**config.mk**
```make
export PLATFORM = sky130hd
export DESIGN_NAME = ddr2_req_bridge_flat
export DESIGN_NICKNAME = d
export VERILOG_FILES = /design/src/rtl/ddr2_req_bridge_if.sv /design/src/rtl/ddr2_req_bridge.sv /design/src/flat_wrapper.sv
export SDC_FILE = /design/constraint.sdc
export NUM_CORES = 1
export LEC_CHECK = 0
export ABC_CLOCK_PERIOD_IN_PS = 2750
export BUFFER_PORTS_ARGS = -buffer_cell sky130_fd_sc_hd__buf_4
export CAP_MARGIN = 15
export CORE_UTILIZATION = 30
export CTS_CLUSTER_SIZE = 20
export DETAILED_ROUTE_END_ITERATION = 10
export GPL_TIMING_DRIVEN = 0
export PLACE_DENSITY = 0.6
export SLEW_MARGIN = 20
export SYNTH_ARGS = -nofsm -noshare
export SYNTH_HDL_FRONTEND = slang
export SYNTH_SLANG_ARGS = --single-unit
```
**constraint.sdc**
```tcl
create_clock -name clock -period 2.75 [get_ports clock]
set_clock_uncertainty 0.2 [all_clocks]
set_input_delay 0.275 -clock clock [delete_from_list [all_inputs] [get_ports clock]]
set_output_delay 0.275 -clock clock [all_outputs]
set_load 0.05 [all_outputs]
```
**src/rtl/ddr2_req_bridge_if.sv**
```systemverilog
// Bundle of the core-side DDR2 request port and the controller-side command/response channel.
// master = the bridge, slave = the core plus memory controller environment.
interface ddr2_req_bridge_if #(
    parameter int ADDR_W = 27
);
    logic              ddr2_en;
    logic              ddr2_we;
    logic [31:0]       ddr2_addr;
    logic [31:0]       ddr2_wd;
    logic              ddr2_stall;
    logic [31:0]       ddr2_rd;
    logic              mem_cmd_valid;
    logic              mem_cmd_ready;
    logic              mem_cmd_we;
    logic [ADDR_W-1:0] mem_cmd_addr;
    logic [31:0]       mem_cmd_wd;
    logic              mem_rsp_valid;
    logic [31:0]       mem_rsp_rd;

    modport master (
        input  ddr2_en, ddr2_we, ddr2_addr, ddr2_wd,
        output ddr2_stall, ddr2_rd,
        output mem_cmd_valid, mem_cmd_we, mem_cmd_addr, mem_cmd_wd,
        input  mem_cmd_ready, mem_rsp_valid, mem_rsp_rd
    );

    modport slave (
        output ddr2_en, ddr2_we, ddr2_addr, ddr2_wd,
        input  ddr2_stall, ddr2_rd,
        input  mem_cmd_valid, mem_cmd_we, mem_cmd_addr, mem_cmd_wd,
        output mem_cmd_ready, mem_rsp_valid, mem_rsp_rd
    );
endinterface

```
**src/rtl/ddr2_req_bridge.sv**
```systemverilog
// Core DDR2 request port to memory-controller valid/ready bridge with per-transaction timeout.
// Optional feature: define DDR2_BRIDGE_POSTED_WRITE_EN to let writes complete without stalling the core.
module ddr2_req_bridge #(
    parameter int ADDR_W  = 27,
    parameter int TIMEOUT = 4096
) (
    input  logic                clock,
    input  logic                resetn,
    ddr2_req_bridge_if.master   bus,
    output logic                err_timeout
);
    typedef enum logic [1:0] {
        ST_IDLE = 2'd0,
        ST_CMD  = 2'd1,
        ST_WAIT = 2'd2,
        ST_DONE = 2'd3
    } state_t;

    localparam int CNT_W = (TIMEOUT > 2) ? $clog2(TIMEOUT) : 1;
    localparam logic [CNT_W-1:0] CNT_LAST = CNT_W'((TIMEOUT > 0) ? TIMEOUT - 1 : 0);
    localparam logic TO_EN = (TIMEOUT > 0) ? 1'b1 : 1'b0;
    localparam logic [31:0] RD_TIMEOUT = 32'hDEAD_BEEF;

`ifdef DDR2_BRIDGE_POSTED_WRITE_EN
    localparam logic POSTED = 1'b1;
`else
    localparam logic POSTED = 1'b0;
`endif

    state_t            state_r;
    logic              we_r;
    logic [ADDR_W-1:0] addr_r;
    logic [31:0]       wd_r;
    logic [31:0]       rd_r;
    logic              cmd_valid_r;
    logic              posted_r;
    logic              err_r;
    logic [CNT_W-1:0]  cnt_r;
    logic              expire_s;
    logic              stall_s;

    // Timeout expiry: the TIMEOUT-th cycle spent in CMD/WAIT.
    always_comb begin
        expire_s = 1'b0;
        if (TO_EN && ((state_r == ST_CMD) || (state_r == ST_WAIT))) begin
            expire_s = (cnt_r == CNT_LAST);
        end else begin
            expire_s = 1'b0;
        end
    end

    // Core stall; in IDLE it follows the request so the core sees the hold in the accept cycle.
    always_comb begin
        stall_s = 1'b0;
        case (state_r)
            ST_IDLE:         stall_s = bus.ddr2_en & ~(POSTED & bus.ddr2_we);
            ST_CMD, ST_WAIT: stall_s = 1'b1;
            ST_DONE:         stall_s = 1'b0;
            default:         stall_s = 1'b0;
        endcase
    end

    // Transaction FSM with command latches, read-data hold register and timeout supervision.
    always_ff @(posedge clock or negedge resetn) begin
        if (!resetn) begin
            state_r     <= ST_IDLE;
            we_r        <= 1'b0;
            addr_r      <= {ADDR_W{1'b0}};
            wd_r        <= 32'h0000_0000;
            rd_r        <= 32'h0000_0000;
            cmd_valid_r <= 1'b0;
            posted_r    <= 1'b0;
            err_r       <= 1'b0;
            cnt_r       <= {CNT_W{1'b0}};
        end else begin
            case (state_r)
                ST_IDLE: begin
                    if (bus.ddr2_en) begin
                        we_r        <= bus.ddr2_we;
                        addr_r      <= {bus.ddr2_addr[ADDR_W-3:0], 2'b00};
                        wd_r        <= bus.ddr2_wd;
                        posted_r    <= POSTED & bus.ddr2_we;
                        cnt_r       <= {CNT_W{1'b0}};
                        cmd_valid_r <= 1'b1;
                        state_r     <= ST_CMD;
                    end else begin
                        state_r <= ST_IDLE;
                    end
                end
                ST_CMD: begin
                    // Expiry beats a coincident ready: the command is abandoned either way.
                    if (expire_s) begin
                        cmd_valid_r <= 1'b0;
                        err_r       <= 1'b1;
                        if (!we_r) begin
                            rd_r <= RD_TIMEOUT;
                        end else begin
                            rd_r <= rd_r;
                        end
                        state_r <= posted_r ? ST_IDLE : ST_DONE;
                    end else if (bus.mem_cmd_ready) begin
                        cmd_valid_r <= 1'b0;
                        cnt_r       <= cnt_r + CNT_W'(1);
                        state_r     <= ST_WAIT;
                    end else begin
                        cnt_r <= cnt_r + CNT_W'(1);
                    end
                end
                ST_WAIT: begin
                    // A response in the expiry cycle still completes normally.
                    if (bus.mem_rsp_valid) begin
                        if (!we_r) begin
                            rd_r <= bus.mem_rsp_rd;
                        end else begin
                            rd_r <= rd_r;
                        end
                        state_r <= posted_r ? ST_IDLE : ST_DONE;
                    end else if (expire_s) begin
                        err_r <= 1'b1;
                        if (!we_r) begin
                            rd_r <= RD_TIMEOUT;
                        end else begin
                            rd_r <= rd_r;
                        end
                        state_r <= posted_r ? ST_IDLE : ST_DONE;
                    end else begin
                        cnt_r <= cnt_r + CNT_W'(1);
                    end
                end
                ST_DONE: begin
                    state_r <= ST_IDLE;
                end
                default: begin
                    state_r     <= ST_IDLE;
                    cmd_valid_r <= 1'b0;
                end
            endcase
        end
    end

    assign bus.ddr2_stall    = stall_s;
    assign bus.ddr2_rd       = rd_r;
    assign bus.mem_cmd_valid = cmd_valid_r;
    assign bus.mem_cmd_we    = we_r;
    assign bus.mem_cmd_addr  = addr_r;
    assign bus.mem_cmd_wd    = wd_r;
    assign err_timeout       = err_r;

endmodule
```
**src/flat_wrapper.sv**
```systemverilog
// flat-port wrapper written by rule: the top's interface ports become plain ports
module ddr2_req_bridge_flat 
#(
    parameter int ADDR_W  = 27,
    parameter int TIMEOUT = 4096
)
  (clock, resetn, err_timeout, bus_ddr2_en, bus_ddr2_we, bus_ddr2_addr, bus_ddr2_wd, bus_ddr2_stall, bus_ddr2_rd, bus_mem_cmd_valid, bus_mem_cmd_we, bus_mem_cmd_addr, bus_mem_cmd_wd, bus_mem_cmd_ready, bus_mem_rsp_valid, bus_mem_rsp_rd);
  ddr2_req_bridge_if #(.ADDR_W(ADDR_W)) bus_i ();
  input  logic clock;
  input  logic resetn;
  output logic err_timeout;
  input wire logic [$bits(bus_i.ddr2_en)-1:0] bus_ddr2_en;
  input wire logic [$bits(bus_i.ddr2_we)-1:0] bus_ddr2_we;
  input wire logic [$bits(bus_i.ddr2_addr)-1:0] bus_ddr2_addr;
  input wire logic [$bits(bus_i.ddr2_wd)-1:0] bus_ddr2_wd;
  output wire logic [$bits(bus_i.ddr2_stall)-1:0] bus_ddr2_stall;
  output wire logic [$bits(bus_i.ddr2_rd)-1:0] bus_ddr2_rd;
  output wire logic [$bits(bus_i.mem_cmd_valid)-1:0] bus_mem_cmd_valid;
  output wire logic [$bits(bus_i.mem_cmd_we)-1:0] bus_mem_cmd_we;
  output wire logic [$bits(bus_i.mem_cmd_addr)-1:0] bus_mem_cmd_addr;
  output wire logic [$bits(bus_i.mem_cmd_wd)-1:0] bus_mem_cmd_wd;
  input wire logic [$bits(bus_i.mem_cmd_ready)-1:0] bus_mem_cmd_ready;
  input wire logic [$bits(bus_i.mem_rsp_valid)-1:0] bus_mem_rsp_valid;
  input wire logic [$bits(bus_i.mem_rsp_rd)-1:0] bus_mem_rsp_rd;
  assign bus_i.ddr2_en = bus_ddr2_en;
  assign bus_i.ddr2_we = bus_ddr2_we;
  assign bus_i.ddr2_addr = bus_ddr2_addr;
  assign bus_i.ddr2_wd = bus_ddr2_wd;
  assign bus_ddr2_stall = bus_i.ddr2_stall;
  assign bus_ddr2_rd = bus_i.ddr2_rd;
  assign bus_mem_cmd_valid = bus_i.mem_cmd_valid;
  assign bus_mem_cmd_we = bus_i.mem_cmd_we;
  assign bus_mem_cmd_addr = bus_i.mem_cmd_addr;
  assign bus_mem_cmd_wd = bus_i.mem_cmd_wd;
  assign bus_i.mem_cmd_ready = bus_mem_cmd_ready;
  assign bus_i.mem_rsp_valid = bus_mem_rsp_valid;
  assign bus_i.mem_rsp_rd = bus_mem_rsp_rd;
  ddr2_req_bridge #(.ADDR_W(ADDR_W), .TIMEOUT(TIMEOUT)) u_core (.clock(clock), .resetn(resetn), .bus(bus_i), .err_timeout(err_timeout));
endmodule
```
==> results of run 1 <==
-- cell type report --
| type | instances | area share |
|---|---|---|
| plain buffers | 16 | 0.01467 |
| clock buffers | 12 | 0.03539 |
| flip-flops and latches | 106 | 0.3660 |
| repair buffers | 278 | 0.3199 |
| inverters | 6 | 0.003107 |
| well taps | 180 | 0.03107 |
| clock inverters | 4 | 0.007941 |
| multi-input cells | 189 | 0.2220 |
-- synthesized netlist by cell type, types with 5 or more instances --
cell	instances
o21ai_0	5
nand2_1	10
nor2_1	6
a21o_1	5
o22a_1	24
mux2_2	58
clkbuf_1	6
a22o_1	8
a21oi_1	7
nand3_1	9
inv_1	6
ha_1	6
dfrtp_1	106
-- metal layers --
layer | track usage | share of wire
met5 | 0 | 0
met4 | 0.05564 | 0.021
met3 | 0.06089 | 0.074
met2 | 0.2886 | 0.50
met1 | 0.1906 | 0.40
-- path summary, 6_finish.rpt --
check	from	to
setup / recovery	u_core.state_r[0]	u_core.bus.ddr2_rd[19]
hold / removal	bus_ddr2_en	u_core.bus.mem_cmd_valid
setup reg to reg	u_core.state_r[0]	u_core.bus.ddr2_rd[19]
hold reg to reg	u_core.err_timeout	u_core.err_timeout
max in group asynchronous	resetn	u_core.bus.mem_cmd_wd[13]
min in group asynchronous	resetn	u_core.bus.ddr2_rd[15]
-- state kept, by name, summed over array words and instances (netlist names) --
register	count
u_core.bus.mem_cmd_wd	32
u_core.state_r	2
u_core.bus.ddr2_rd	32
u_core.cnt_r	12
u_core.bus.mem_cmd_valid	1
u_core.bus.mem_cmd_addr	25
u_core.bus.mem_cmd_we	1
u_core.err_timeout	1
-- power by group through the flow --
| stage | Combinational [W] | Clock (W) | Sequential, W |
|---|---|---|---|
| final | 0.00518 | 0.00135 | 0.00264 |
| after floorplan | 0.00125 | 0 | 0.00488 |
| after detailed placement | 0.00509 | 0 | 0.00265 |
| after global routing | 0.00544 | 0.00146 | 0.00271 |
| after CTS | 0.00520 | 0.00141 | 0.00264 |
| after global placement | 0.00504 | 0 | 0.00262 |
-- cells by family (layout without fill, tap and decap cells) --
logic type,Yosys count,in the layout,share of synthesized area
muxes,58,58,0.1489
AOI/OAI and AO/OA,70,70,0.1266
adders and majority gates,6,6,0.01711
DFF,106,106,0.6047
and+or+nand+nor,53,53,0.07245
buffers and inverters,22,316,0.02938
other,1,2,0.0008549
-- per-stage QoR --
step	util	hold slack [ns]	setup WS [ns]	instance area [µm²]	power (W)
6_report	0.5142	0.08119	0.3521	7248	0.009178
5_1_grt	0.5142	0.1156	0.1858	7248	0.009617
4_1_cts	0.5142	0.07622	0.3762	7248	0.009245
3_5_place_dp	0.4273	0.2728	0.3773	6023	0.007747
3_3_place_gp	0.4270	0.2572	0.4215	6020	0.007664
2_1_floorplan	-	-0.2206	0.2916	4390	0.006129
-- placed cells by master (no fill, tap or decap), types with 3 or more instances in the layout --
master,netlist,routed
a21o_1,5,5
a21oi_1,7,7
a22o_1,8,8
a41oi_1,3,3
and3_1,4,4
buf_2,4,4
buf_4,2,188
buf_6,3,4
clkbuf_1,6,7
clkbuf_16,0,9
dfrtp_1,106,106
dlygate4sd3_1,0,91
ha_1,6,6
inv_1,6,6
mux2_2,58,58
nand2_1,10,10
nand2b_1,3,3
nand3_1,9,9
nand4_1,4,4
nor2_1,6,6
nor3_1,4,4
o21ai_0,5,5
o21ai_1,3,3
o22a_1,24,24
-- worst reg2reg max path, stage by stage, from the launching register on --
cell and delay, ns:
dfrtp_1 0.41, inv_1 0.10, ha_1 0.37, inv_1 0.15, nor2_1 0.26, nand2_1 0.24
clkbuf_1 0.29, o22a_1 0.27
-- what timing repair did --
action	4_1_cts	5_1_grt
setup endpoints to repair	0	0
hold buffers	91	0
hold endpoints to repair	196	0
==> Implementation_results.wiki, run 1 <==
{| class="wikitable"
! Metric !! Value
|-
| Cell types with the largest area share after synthesis || dfrtp_1 60%, mux2_2 15%, o22a_1 4.8%
|-
| Flip-flop and latch count after synthesis || 106
|-
| Via count normalized by instance count || 4.746
|-
| Count of mapped cells out of synthesis || 316
|-
| Register area share after synthesis || 0.6047
|-
| CTS tree || done
|-
| Clock slew at reported path FFs || 0.07 ns
|-
| Net load switching power || 0.004409 W
|-
| Distinct cell type count of the synthesized netlist || 47
|-
| Worst-Skew Late Latency || 0.35 ns
|-
| Most common cell on crit path || inv_1
|-
| Number of cells on the worst reg-to-reg path || 7
|-
| Half-perimeter wire length after detailed placement || 8049 µm
|-
| Post-route setup TNS || 0 ns
|-
| Number of buffers on the longest clock path || 2
|-
| CTS H-tree depth || 3
|-
| Ordered cell list for the critical path || inv_1 -> ha_1 -> inv_1 -> nor2_1 -> nand2_1 -> clkbuf_1 -> o22a_1
|-
| HP Class || in -> reg
|-
| Initial detailed-routing violation count || 108
|-
| Critical path launch point type || flip-flop
|-
| Floorplan die area || 0.01511 mm²
|-
| Multi-input gate area in the final layout || 0.001609 mm²
|-
| Critical path depth || 7
|-
| Top cell type by total area after synthesis || dfrtp_1
|-
| Total clock sinks || 106
|-
| Final Setup Violations || 0
|-
| Largest stage delay, worst path || 0.41 ns
|-
| DRT antenna net count || 0
|-
| Mean instance size in the synthesized netlist || 13.88 µm²
|-
| Final Routed Wirelength || 12,270 µm
|-
| Number of antenna violations at the first check in global routing || 0
|-
| Register share of total power || 0.288
|-
| Top-level port count || 197
|-
| Total global-route track usage || 0.1672
|-
| Remaining DRCs || 0
|-
| Number of input and output port buffers inserted || 187
|-
| Synth-to-layout area growth || 65.23%
|-
| Startpoint-to-endpoint class of the critical path || reg -> reg
|-
| Wire length of the first global-routing pass || 19,330 µm
|-
| Critical Path RT || 2.78 ns
|-
| Sw Share || 0.4804
|-
| CP Data Arrival Time || 2.43 ns
|-
| Primary flip-flop cell chosen by synthesis mapping || dfrtp_1
|-
| Quantity of gates resized following cts || 0
|-
| Diodes inserted || 0
|-
| Buffers inserted during post-CTS setup optimization || 0
|-
| Final cell count without fillers || 791
|-
| Placement row count || 43
|-
| Area of the core region || 0.01410 mm²
|-
| Width of the die || 122.9 µm
|-
| Total count of hold-check failures in the final report || 0
|-
| Reported leakage power || 3.344 nW
|-
| Worst hold path cell count || 3
|-
| Power density over cell area || 1266 mW/mm²
|-
| Internal power summed over all cells || 0.004769 W
|-
| CTS buffer count || 9
|-
| Filler cell count in the final layout || 1,196
|-
| Crit path buffers/inverters || 3
|-
| Total overflow reported by the global router || 0
|-
| EDFF count, synth || 0
|-
| Share of post-route cells with drive strength above 1 || 0.4550
|-
| Combinational fraction of design power || 0.565
|-
| Setup crit end kind || flip-flop
|-
| Ys async rst share || 1.000
|-
| Slowest cell on the critical path || dfrtp_1
|-
| Max-slew violations || 0
|-
| Max-cap viol count || 0
|-
| Die Y || 122.9 µm
|-
| Final net count || 714
|-
| Max_slew headroom || 0.3614
|-
| Synth Warn # || 0
|-
| Unrepaired setup endpoints after global routing || no
|-
| Count of TritonRoute iterations in the first routing pass || 4
|-
| IR Drop Worst-Case VDD || 1065 µV
|-
| Starting utilization of the core area || 0.3112
|-
| Clock Root Buffer || clkbuf_16
|-
| Ratio of final minimum period to clock period || 0.8719
|-
| Max FO, Critical Path || 10
|-
| Worst slew pin tran || 0.9578 ns
|-
| Run status || finished clean
|-
| Area used by sequential logic in the layout || 0.002653 mm²
|-
| Total number of vias || 3,754
|-
| Maximum number of pins on one net before global-route repair || 107
|-
| Post-DR wirelength/cell || 15.51 µm
|-
| Cell area after technology mapping || 0.004387 mm²
|-
| Worst-case register-to-register setup slack || 0.35 ns
|-
| Clk network pwr share || 0.148
|-
| Tmin final || 2.398 ns
|-
| Placed Cells incl. Taps || 684
|-
| Cell family with most CP delay || buffers and inverters
|-
| Number of global-route vias before repair || 3,943
|-
| Final GP Congestion || 0.7776
|-
| Fmax || 0.4170 GHz
|-
| Proportion of netlist area held by the largest area contributor || 0.6047
|}
No activity file was read; power rests on OpenSTA's default activity.
==> run 2, diff against run 1 <==
--- a/config.mk
+++ b/config.mk
@@ -6,13 +6,13 @@
 export NUM_CORES = 1
 export LEC_CHECK = 0
 export ABC_CLOCK_PERIOD_IN_PS = 2750
-export BUFFER_PORTS_ARGS = -buffer_cell sky130_fd_sc_hd__buf_4
 export CAP_MARGIN = 15
 export CORE_UTILIZATION = 30
 export CTS_CLUSTER_SIZE = 20
 export DETAILED_ROUTE_END_ITERATION = 10
+export DONT_BUFFER_PORTS = 1
 export GPL_TIMING_DRIVEN = 0
-export PLACE_DENSITY = 0.6
+export PLACE_DENSITY = 0.49
 export SLEW_MARGIN = 20
 export SYNTH_ARGS = -nofsm -noshare
 export SYNTH_HDL_FRONTEND = slang
==> run 2 against run 1 <==
Net effect:
- the run now ends with negative hold slack left
- count of clock-buffer cells in the layout fell by 3
- non-clock buffer count shrank 186
- sequential power grew 91%
- utilization decreased by 10 points
- worst setup slack worse by 0.048 ns
==> Implementation_results.wiki, run 2 (same netlist as run 1, synthesis figures left out) <==
{| class="wikitable"
! Metric !! Value
|-
| Number of buffers on the longest clock path || 2
|-
| Final GP Congestion || 0.7458
|-
| Count of TritonRoute iterations in the first routing pass || 4
|-
| Clock slew at reported path FFs || 0.07 ns
|-
| HP Class || in -> async
|-
| Share of post-route cells with drive strength above 1 || 0.2188
|-
| Unrepaired setup endpoints after global routing || no
|-
| Fmax || 0.4089 GHz
|-
| Total global-route track usage || 0.1456
|-
| Commonest non-fill, non-tap cell in the layout || dfrtp_1
|-
| IR Drop Worst-Case VDD || 606.7 µV
|-
| Crit path buffers/inverters || 3
|-
| Number of antenna violations at the first check in global routing || 0
|-
| Max-slew violations || 0
|-
| Total number of vias || 2,977
|-
| Setup crit end kind || flip-flop
|-
| Filler cell count in the final layout || 1,298
|-
| Largest stage delay, worst path || 0.40 ns
|-
| Top library cells by usage in the layout, fill and taps aside || 106 x dfrtp_1, 92 x dlygate4sd3_1, 58 x mux2_2
|-
| End of the worst register-to-register path || u_core.bus.ddr2_rd[15]
|-
| Maximum number of pins on one net before global-route repair || 107
|-
| Placement row count || 43
|-
| Worst-Skew Late Latency || 0.35 ns
|-
| Post-DR wirelength/cell || 17.35 µm
|-
| Diodes inserted || 0
|-
| Ordered cell list for the critical path || inv_1 -> ha_1 -> inv_1 -> nor2_1 -> nand2_1 -> clkbuf_1 -> o22a_1
|-
| Die Y || 122.9 µm
|-
| Floorplan die area || 0.01511 mm²
|-
| CTS tree || done
|-
| Hold Worst Slack || -0.5859 ns
|-
| Power density over cell area || 1353 mW/mm²
|-
| Failing checks || negative hold slack
|-
| DRT antenna net count || 0
|-
| Number of global-route vias before repair || 3,312
|-
| Width of the die || 122.9 µm
|-
| Critical Path RT || 2.79 ns
|-
| Synth-to-layout area growth || 32.80%
|-
| Area of the core region || 0.01410 mm²
|-
| Ratio of final minimum period to clock period || 0.8893
|-
| Cell family with most CP delay || buffers and inverters
|-
| Total count of hold-check failures in the final report || 106
|-
| Initial detailed-routing violation count || 107
|-
| Clock Root Buffer || clkbuf_16
|-
| Half-perimeter wire length after detailed placement || 6848 µm
|-
| Slowest cell on the critical path || dfrtp_1
|-
| Reported leakage power || 2.442 nW
|-
| Worst-case register-to-register setup slack || 0.30 ns
|-
| Via count normalized by instance count || 4.921
|-
| Number of cells on the worst reg-to-reg path || 7
|-
| Post-route setup TNS || 0 ns
|-
| CP Data Arrival Time || 2.48 ns
|-
| Final cell count without fillers || 605
|-
| Buffers inserted during post-CTS setup optimization || 0
|-
| Critical path launch point type || flip-flop
|-
| Worst slew pin tran || 0.5881 ns
|-
| Tmin final || 2.445 ns
|-
| Final net count || 528
|-
| Total overflow reported by the global router || 0
|-
| Reg-to-reg critical path startpoint || u_core.state_r[0]
|-
| Total clock sinks || 106
|-
| CP Launch Point || u_core.state_r[0]
|-
| Final Routed Wirelength || 10,500 µm
|-
| Starting utilization of the core area || 0.3112
|-
| CTS buffer count || 9
|-
| Startpoint-to-endpoint class of the critical path || reg -> reg
|-
| Wire length of the first global-routing pass || 16,640 µm
|-
| Max FO, Critical Path || 10
|-
| Most common cell on crit path || inv_1
|-
| Last element of the critical path || u_core.bus.ddr2_rd[15]
|-
| Top-level port count || 197
|-
| Placed Cells incl. Taps || 497
|-
| Hold-fix buffers at CTS || 92
|-
| Number of input and output port buffers inserted || 0
|-
| Max_slew headroom || 0.6079
|-
| Final Setup Violations || 0
|-
| Remaining DRCs || 0
|-
| CTS H-tree depth || 3
|-
| Max-cap viol count || 0
|-
| Critical path depth || 7
|-
| Run status || finished with violations
|}
==> run 2: layer usage <==
metal,wire [µm],global-route usage
met1,4061,0.1663
met2,5374,0.2430
met3,735,0.04151
met4,327,0.08460
met5,0,0
==> run 2: worst min-delay path by stage <==
stage / from / to / slack [ns] / cells after the start
finish: resetn / u_core.cnt_r[4] / -0.59 / 0
global route: resetn / u_core.bus.mem_cmd_addr[14] / -0.61 / 0
CTS: resetn / u_core.cnt_r[5] / -0.61 / 0
detailed placement: resetn / u_core.cnt_r[6] / -0.22 / 0
global placement: resetn / u_core.cnt_r[6] / -0.22 / 0
floorplan: resetn / u_core.bus.ddr2_rd[0] / -0.22 / 0
==> run 2: power breakdown <==
part           leakage, nW  internal (W)  switching, W
logic                 1.05      0.000859      0.000750
registers             1.25       0.00219       0.00283
clock network        0.142      0.000631      0.000613
==> run 2: per-stage QoR <==
step	total power (W)	cell area (µm²)	hold slack, ns	util	setup slack [ns]
after global placement	0.006517	4616	-0.2163	0.3274	0.08018
after CTS	0.007945	5822	-0.6057	0.4130	0.07532
final	0.007879	5826	-0.5859	0.4133	0.3045
after floorplan	0.006129	4390	-0.2206	-	0.2916
after detailed placement	0.006567	4616	-0.2161	0.3274	0.3107
after global routing	0.008266	5826	-0.6096	0.4133	0.06215
==> run 2: area by class of cell <==
class	count	area (µm²)	area share
flip-flops and latches	106	2653	0.4553
multi-input cells	189	1613	0.2768
repair buffers	92	920.9	0.1581
clock buffers	9	225.2	0.03866
well taps	180	225.2	0.03866
plain buffers	16	106.4	0.01826
clock inverters	7	60.06	0.01031
inverters	6	22.52	0.003866
==> run 2: what timing repair did <==
item	in CTS	in global routing
gates resized for setup	0	1
hold endpoints to repair	198	106
setup endpoints to repair	0	1
==> run 2: worst register-to-register path, cell delays in order (launching register included) <==
cell	delay, ns
dfrtp_1	0.40
inv_1	0.10
ha_1	0.36
inv_1	0.17
nor2_1	0.26
nand2_1	0.25
clkbuf_1	0.32
o22a_1	0.28
==> run 3, diff against run 2 <==
--- a/config.mk
+++ b/config.mk
@@ -5,7 +5,7 @@
 export SDC_FILE = /design/constraint.sdc
 export NUM_CORES = 1
 export LEC_CHECK = 0
-export ABC_CLOCK_PERIOD_IN_PS = 2750
+export ABC_CLOCK_PERIOD_IN_PS = 2400
 export CAP_MARGIN = 15
 export CORE_UTILIZATION = 30
 export CTS_CLUSTER_SIZE = 20
==> constraint.sdc (replaced) <==
create_clock -name clock -period 2.4 [get_ports clock]
set_clock_uncertainty 0.2 [all_clocks]
set_input_delay 0.24 -clock clock [delete_from_list [all_inputs] [get_ports clock]]
set_output_delay 0.24 -clock clock [all_outputs]
set_load 0.05 [all_outputs]
==> run 3 against run 2 <==
Net effect:
- flip-flop and latch count stayed put
- utilization is 0.67 points higher
- non-clock buffer count is 1 higher
- fmax is 8.8% higher
- first-iteration DRC count is 34% higher
- power is 18% higher
- sequential power is 15% higher
- worst hold slack worse by 0.036 ns
- global-route usage is 0.14 points higher
- register-to-register slack worse by 0.15 ns
- largest power group unchanged
- the flow still finishes with violations (negative hold slack)
- critical path depth stayed put
==> Implementation_results.wiki, run 3 (same netlist as run 1, synthesis figures left out) <==
{| class="wikitable"
! Metric !! Value
|-
| Placed Cells incl. Taps || 497
|-
| Clock slew at reported path FFs || 0.07 ns
|-
| Count of TritonRoute iterations in the first routing pass || 4
|-
| Synth-to-layout area growth || 34.94%
|-
| Final Setup Violations || 0
|-
| Total number of vias || 3,012
|-
| CP Data Arrival Time || 2.28 ns
|-
| Worst slew pin tran || 0.5884 ns
|-
| Placed instance area || 0.004616 mm²
|-
| Area of the core region || 0.01410 mm²
|-
| Maximum number of pins on one net before global-route repair || 107
|-
| Worst-Skew Late Latency || 0.35 ns
|-
| Die Y || 122.9 µm
|-
| Post-DR wirelength/cell || 17.89 µm
|-
| CTS H-tree depth || 3
|-
| Hold-fix buffers at CTS || 93
|-
| Cell family with most CP delay || buffers and inverters
|-
| Post-layout util || 0.4199
|-
| Power density over cell area || 1575 mW/mm²
|-
| Max-slew violations || 0
|-
| Critical path launch point type || flip-flop
|-
| Final cell count without fillers || 606
|-
| Filler cell count in the final layout || 1,325
|-
| Hold Worst Slack || -0.6219 ns
|-
| Final Routed Wirelength || 10,840 µm
|-
| Floorplan die area || 0.01511 mm²
|-
| Reg-to-reg critical path startpoint || u_core.cnt_r[0]
|-
| Placement row count || 43
|-
| Multi-input gate area in the final layout || 0.001648 mm²
|-
| Clock Root Buffer || clkbuf_16
|-
| Initial detailed-routing violation count || 143
|-
| Most common cell on crit path || o21ai_0
|-
| Final GP Congestion || 0.7468
|-
| Crit path buffers/inverters || 2
|-
| Final net count || 529
|-
| CTS tree || done
|-
| Commonest non-fill, non-tap cell in the layout || dfrtp_1
|-
| Post-layout total power || 0.009324 W
|-
| Setup crit end kind || flip-flop
|-
| Top-level port count || 197
|-
| Remaining DRCs || 0
|-
| Number of antenna violations at the first check in global routing || 0
|-
| CTS buffer count || 9
|-
| Worst Slack Setup Final || 0.1524 ns
|-
| Reported leakage power || 2.478 nW
|-
| Worst-case register-to-register setup slack || 0.15 ns
|-
| Largest stage delay, worst path || 0.55 ns
|-
| Fmax || 0.4449 GHz
|-
| Total count of hold-check failures in the final report || 106
|-
| Total overflow reported by the global router || 0
|-
| Area used by sequential logic in the layout || 0.002653 mm²
|-
| Unrepaired setup endpoints after global routing || no
|-
| CP Launch Point || u_core.cnt_r[0]
|-
| Max_slew headroom || 0.6063
|-
| Slowest cell on the critical path || dlygate4sd3_1
|-
| Top library cells by usage in the layout, fill and taps aside || 106 x dfrtp_1, 93 x dlygate4sd3_1, 58 x mux2_2
|-
| Width of the die || 122.9 µm
|-
| Dpl ws || -0.07752 ns
|-
| Critical Path RT || 2.43 ns
|-
| HP Class || in -> async
|-
| Failing checks || negative hold slack
|-
| Total global-route track usage || 0.1470
|-
| Number of input and output port buffers inserted || 0
|-
| Diodes inserted || 0
|-
| Ordered cell list for the critical path || ha_1 -> and3_1 -> buf_2 -> a41oi_1 -> o21ai_0 -> o21ai_0 -> dlygate4sd3_1
|-
| Share of post-route cells with drive strength above 1 || 0.2347
|-
| Run status || finished with violations
|-
| Tmin final || 2.248 ns
|-
| Max FO, Critical Path || 6
|-
| Total clock sinks || 106
|-
| Startpoint-to-endpoint class of the critical path || reg -> reg
|-
| Wire length of the first global-routing pass || 16,570 µm
|-
| Via count normalized by instance count || 4.970
|-
| Ratio of final minimum period to clock period || 0.9365
|-
| Number of global-route vias before repair || 3,222
|-
| Half-perimeter wire length after detailed placement || 7038 µm
|-
| Area of all placed cells without fillers || 0.005919 mm²
|-
| DRT antenna net count || 0
|-
| Number of buffers on the longest clock path || 2
|-
| Starting utilization of the core area || 0.3112
|-
| Max-cap viol count || 0
|-
| IR Drop Worst-Case VDD || 777.8 µV
|}
==> run 3: cell count changes in the layout (fill, tap and decap cells not counted), sizes merged <==
cell | previous run | this run
dlygate4sd3 | 92 | 93
clkinv | 4 | 2
inv | 9 | 6
bufinv | 0 | 2
clkbuf | 15 | 18
==> run 3: timing repair <==
action,CTS,global route
buffers inserted,0,0
hold endpoints to repair,199,106
setup endpoints to repair,23,42
resized for setup,5,7
gates cloned,0,0
==> run 3: cell type report <==
type	instances	share of cell area
buffer	16	0.01860
sequential	106	0.4481
tap	180	0.03805
clock buffer	12	0.04333
multi-input combinational	189	0.2784
timing repair buffer	93	0.1573
inverter	6	0.003805
clock inverter	4	0.01247
==> run 3: through the flow <==
step,setup TNS [ns],hold WS (ns)
2_1_floorplan,0,-0.2556
3_3_place_gp,-0.1238,-0.2526
3_5_place_dp,-1.008,-0.2527
4_1_cts,0,-0.6461
5_1_grt,0,-0.6499
6_report,0,-0.6219
==> run 3: final timing paths <==
check / to / cells past startpoint
max: u_core.bus.mem_cmd_valid / 7
min: u_core.state_r[1] / 0
max reg2reg: u_core.bus.mem_cmd_valid / 7
min reg2reg: u_core.cnt_r[6] / 2
max in group asynchronous: u_core.bus.mem_cmd_addr[13] / 0
min in group clock: u_core.err_timeout / 2
==> run 3: worst reg2reg max path: stages, from the launching register on <==
cell and delay [ns]:
dfrtp_1 0.41, ha_1 0.23, and3_1 0.16, buf_2 0.19
a41oi_1 0.14, o21ai_0 0.16, o21ai_0 0.09, dlygate4sd3_1 0.55
==> run 3: routing by layer <==
| metal | share of wire | global-route usage | wire, µm |
|---|---|---|---|
| met5 | 0 | 0 | 0 |
| met1 | 0.39 | 0.1648 | 4263 |
| met4 | 0.013 | 0.04345 | 138 |
| met2 | 0.52 | 0.2518 | 5605 |
| met3 | 0.077 | 0.06365 | 835 |
==> run 3: where the power goes <==
group          internal, W  total [W]  switching (W)
clock network     0.000972    0.00161       0.000641
logic              0.00103    0.00194       0.000912
registers          0.00251    0.00577        0.00325
total              0.00452    0.00932        0.00481
